===== config.mk =====
export PLATFORM = sky130hd
export DESIGN_NAME = bus_dev_port
export DESIGN_NICKNAME = d
export VERILOG_FILES = /design/src/rtl/bus_dev_port.sv
export SDC_FILE = /design/constraint.sdc
export NUM_CORES = 1
export LEC_CHECK = 0
export ABC_CLOCK_PERIOD_IN_PS = 3400
export CAP_MARGIN = 20
export CORE_MARGIN = 3
export CORE_UTILIZATION = 35
export DETAILED_ROUTE_END_ITERATION = 12
export SYNTH_ARGS = -nofsm -noshare
export SYNTH_HDL_FRONTEND = slang
export SYNTH_SLANG_ARGS = --single-unit

===== constraint.sdc =====
create_clock -name clk -period 3.4 [get_ports clk]
set_input_delay 0.34 -clock clk [delete_from_list [all_inputs] [get_ports clk]]
set_output_delay 0.34 -clock clk [all_outputs]
set_load 0.1 [all_outputs]

===== src/rtl/bus_dev_port.sv =====
// Bus device port: host-side TX FIFO feeding an arbiter, arbiter-side RX FIFO feeding the host.
// Optional destination-address filter on the RX side, enabled by defining BUS_DEV_PORT_FILTER_EN.
module bus_dev_port #(
    parameter int          pckg_sz   = 16,
    parameter int          depth     = 8,
    parameter logic [7:0]  dev_id    = 8'd0,
    parameter logic [7:0]  broadcast = 8'hFF
) (
    input  logic               clk,
    input  logic               reset,
    input  logic               tx_wr,
    input  logic [pckg_sz-1:0] tx_data,
    output logic               tx_full,
    input  logic               rx_rd,
    output logic [pckg_sz-1:0] rx_data,
    output logic               rx_empty,
    output logic               pndng,
    output logic [pckg_sz-1:0] D_pop,
    input  logic               pop,
    input  logic               push,
    input  logic [pckg_sz-1:0] D_push,
    output logic               tx_ovf,
    output logic               rx_ovf
);
    localparam int AW = $clog2(depth);
    localparam int CW = AW + 1;
    localparam logic [CW-1:0] FULL_CNT = CW'(depth);
`ifdef BUS_DEV_PORT_FILTER_EN
    localparam bit FILTER = 1'b1;
`else
    localparam bit FILTER = 1'b0;
`endif

    logic [pckg_sz-1:0] tx_mem [depth];
    logic [pckg_sz-1:0] rx_mem [depth];
    logic [AW-1:0]      tx_wptr, tx_rptr, rx_wptr, rx_rptr;
    logic [CW-1:0]      tx_cnt, rx_cnt;
    logic               tx_we, tx_re, rx_we, rx_re;
    logic               tx_is_full, rx_is_full;
    logic               addr_hit, rx_accept;

    assign tx_is_full = (tx_cnt == FULL_CNT);
    assign rx_is_full = (rx_cnt == FULL_CNT);

    // A pop frees the head slot at the same edge, so a write into a full FIFO
    // lands in the slot being vacated (wptr == rptr when full).
    assign tx_re = pop && (tx_cnt != '0);
    assign tx_we = tx_wr && (!tx_is_full || tx_re);

    assign addr_hit  = (D_push[pckg_sz-1 -: 8] == dev_id) ||
                       (D_push[pckg_sz-1 -: 8] == broadcast);
    assign rx_accept = push && (!FILTER || addr_hit);
    assign rx_re     = rx_rd && (rx_cnt != '0);
    assign rx_we     = rx_accept && (!rx_is_full || rx_re);

    assign pndng    = (tx_cnt != '0);
    assign D_pop    = pndng ? tx_mem[tx_rptr] : '0;
    assign tx_full  = tx_is_full;
    assign rx_empty = (rx_cnt == '0);
    assign rx_data  = rx_empty ? '0 : rx_mem[rx_rptr];

    always_ff @(posedge clk) begin
        if (tx_we) tx_mem[tx_wptr] <= tx_data;
        if (rx_we) rx_mem[rx_wptr] <= D_push;
    end

    always_ff @(posedge clk or posedge reset) begin
        if (reset) begin
            tx_wptr <= '0;
            tx_rptr <= '0;
            tx_cnt  <= '0;
            tx_ovf  <= 1'b0;
        end else begin
            if (tx_we) tx_wptr <= tx_wptr + AW'(1);
            if (tx_re) tx_rptr <= tx_rptr + AW'(1);
            case ({tx_we, tx_re})
                2'b10:   tx_cnt <= tx_cnt + CW'(1);
                2'b01:   tx_cnt <= tx_cnt - CW'(1);
                default: tx_cnt <= tx_cnt;
            endcase
            if (tx_wr && !tx_we) tx_ovf <= 1'b1;
        end
    end

    // Filtered-out packets never reach rx_we logic, so they cannot raise rx_ovf.
    always_ff @(posedge clk or posedge reset) begin
        if (reset) begin
            rx_wptr <= '0;
            rx_rptr <= '0;
            rx_cnt  <= '0;
            rx_ovf  <= 1'b0;
        end else begin
            if (rx_we) rx_wptr <= rx_wptr + AW'(1);
            if (rx_re) rx_rptr <= rx_rptr + AW'(1);
            case ({rx_we, rx_re})
                2'b10:   rx_cnt <= rx_cnt + CW'(1);
                2'b01:   rx_cnt <= rx_cnt - CW'(1);
                default: rx_cnt <= rx_cnt;
            endcase
            if (rx_accept && !rx_we) rx_ovf <= 1'b1;
        end
    end
endmodule


==> metrics.md <==
| Metric | Value |
|---|---|
| Crit Path Category | `flop to flop` |
| DR iter-0 viols | `322` |
| Fin Clk Skew | `0.0122 ns` |
| Max Slew Vio Count | `0` |
| Synth Area in Simple Gates | `0.0355` |
| Worst R2R Path Depth | `9` |
| Post-synth EDFFs | `256` |
| Synth Area in Adders | `0.0120` |
| H-Tree Depth | `1` |
| XOR/XNOR share of the synthesized area | `0.0126` |
| Die Ht | `184 um` |
| Avg Vias per Cell | `4.99` |
| Buffers on Ports | `74` |
| Final setup viols | `0` |
| Die W | `184 um` |
| Status | `finished clean` |
| Gate count after technology mapping | `537` |
| Vias in the first global route | `5,817` |
| Drt first pass iters | `4` |
| Post-synthesis cell area | `11,100 um2` |
| Most frequent cells after synthesis | `edfxtp_1 (256), mux4_2 (64), nor2_1 (40)` |
| Final-stage net count | `691` |
| Clk slew on worst S/H paths | `0.06 ns` |
| Clk root buf | `clkbuf_16` |
| FP Rows | `64` |
| Count leader, synth | `edfxtp_1` |
| Overflow after GRT | `0` |
| Dpl hpwl | `13,000 um` |
| Critical path arrival | `3.38 ns` |
| CTS Sinks | `278` |
| Largest family of logic cells by synthesized area | `multiplexers` |
| DR vias | `5,291` |
| Area grow syn2layout | `19.1%` |
| Syn Area/Cell | `20.7 um2` |
| Top FF cell, synth | `edfxtp_1` |
| Startpoint types | `flop` |
| Yosys top cell by area | `edfxtp_1` |
| Worst min-delay path class | `primary input to async pin` |
| DRC Markers | `0` |
| Async SR Flop Fraction | `0.0791` |
| Post-cts repair resize count | `0` |
| Unrepaired setup endpoints after global routing | `false` |
| WL/cell | `20.7 um` |
| Core area | `30,900 um2` |
| Period Utilization, post-route | `0.870` |
| R2R setup slack | `0.44 ns` |
| Post-Syn Nets | `585` |
| Seq cells post-synth | `278` |
| Full die area | `33,900 um2` |
| I/O pin cnt | `75` |
| Initial antenna violation count | `4` |
| Max_cap viols | `0` |
| CP required | `3.82 ns` |
| Routed WL | `22,000 um` |
| Sequential share of the synthesized area | `0.743` |
| Setup TNS | `0 ns` |
| Worst Tran Pin Value | `0.985 ns` |
| CP Max Fanout | `5` |
| Max Root-Sink Buffers | `3` |
| Layout cell share with drive strength beyond 1 | `0.297` |
| Syn. warnings | `0` |
| Netlist cell types | `41` |
| CTS tree | `done` |
| First-pass GRT wire length | `33,900 um` |
| FF-to-FF End | `rx_cnt[3]` |
| Final Hold Viols | `0` |
| Hold Buf Count CTS | `0` |
| Rel. slew slack | `0.341` |
| Ranking of synthesized cells by area | `edfxtp_1 (69%), mux4_2 (13%), dfrtp_1 (5.0%)` |
| Worst-Skew Late Latency | `0.54 ns` |
| Post-CTS setup buffers | `0` |
| Critical path capture point type | `flop` |
| Worst R2R Start | `rx_cnt[0]` |
| Synth top area share | `0.693` |
| Placer congestion estimate | `0.723` |
| FMAX | `338 MHz` |
| GRT Overall Usage | `0.131` |
| CTS buffer count | `29` |
| Tmin final | `2.96 ns` |
| Largest net degree at the start of global routing | `35` |
| Complex-gate fraction of the synthesized area | `0.0117` |
| Final ANT Viol Nets | `0` |
| Multiplexer share of the synthesized area | `0.169` |
| Initial core utilization | `0.359` |
cell type report:
type	instances	area, um2
antenna	1	2.50
clock buffer	35	748
clock inverter	17	103
fill	2724	17700
inverter	8	30.0
multi-input combinational	224	2730
sequential	278	8240
tap	396	495
timing repair buffer	102	863
cell families after synthesis:
kind of cell               after synthesis
AOI/OAI and AO/OA                       12
muxes                                  106
xor gates and xnor gates                16
adders and majority gates               10
buffers and inverters                   35
and+or+nand+nor                         80
DFF                                    278
worst max path at each step:
stage	from	end	slack, ns	depth (start not counted)
after floorplan	tx_cnt[1]	tx_cnt[2]	0.05	11
after global placement	rx_cnt[0]	rx_cnt[3]	0.53	9
after detailed placement	rx_cnt[0]	rx_cnt[3]	0.42	9
after CTS	rx_cnt[0]	rx_cnt[3]	0.41	9
after global routing	rx_cnt[0]	rx_cnt[3]	0.30	9
final	rx_cnt[0]	rx_cnt[3]	0.44	9
state kept, by name, indices dropped and copies added (netlist names):
register	cells
rx_mem	128
tx_mem	128
rx_cnt	4
tx_cnt	4
rx_rptr	3
rx_wptr	3
tx_rptr	3
tx_wptr	3
rx_ovf	1
tx_ovf	1
critical path, cell delays in order (launching register included):
cell     delay (ns)
dfrtp_1        0.42
or3_1          0.53
o21ai_2        0.26
or2_2          0.18
inv_1          0.06
ha_1           0.29
or2_2          0.31
nand3_1        0.11
mux2_2         0.33
or3_1          0.34
cells in the final DEF, fill, tap and decap left out, drive strengths merged, types with 3 or more instances in the layout:
master         instances
ha                     9
edfxtp               256
inv                    9
mux2i                 34
xor2                   9
mux4                  64
nand2                 11
clkinv                15
clkdlybuf4s50         39
clkbuf                35
nor3                  11
mux2                   8
buf                   63
nor4                   3
dfrtp                 22
nand2b                 4
xnor2                  7
nor2                  42
routing by layer:
metal  vias to the layer above  wire [um]  track usage
met4                         8        463       0.0330
met3                        43       1280       0.0303
met2                       114      11300        0.235
met1                      2753       8870        0.160
li1                       2373          -            -
met5                         -         54            0
through the flow:
stage,hold slack [ns],util,setup slack (ns),cell area (um2),cells
final,0.305,0.427,0.441,13200,1061
after global routing,0.359,0.427,0.299,13200,1060
after CTS,0.302,0.427,0.414,13200,1060
after detailed placement,0.461,0.400,0.421,12400,1008
after global placement,0.456,0.400,0.526,12400,1008
after floorplan,0.329,-,0.0503,11100,537
Power is left out: the tool's default activity adds up to more than one toggle a clock period on the data nets, which glitch-free logic cannot reach.
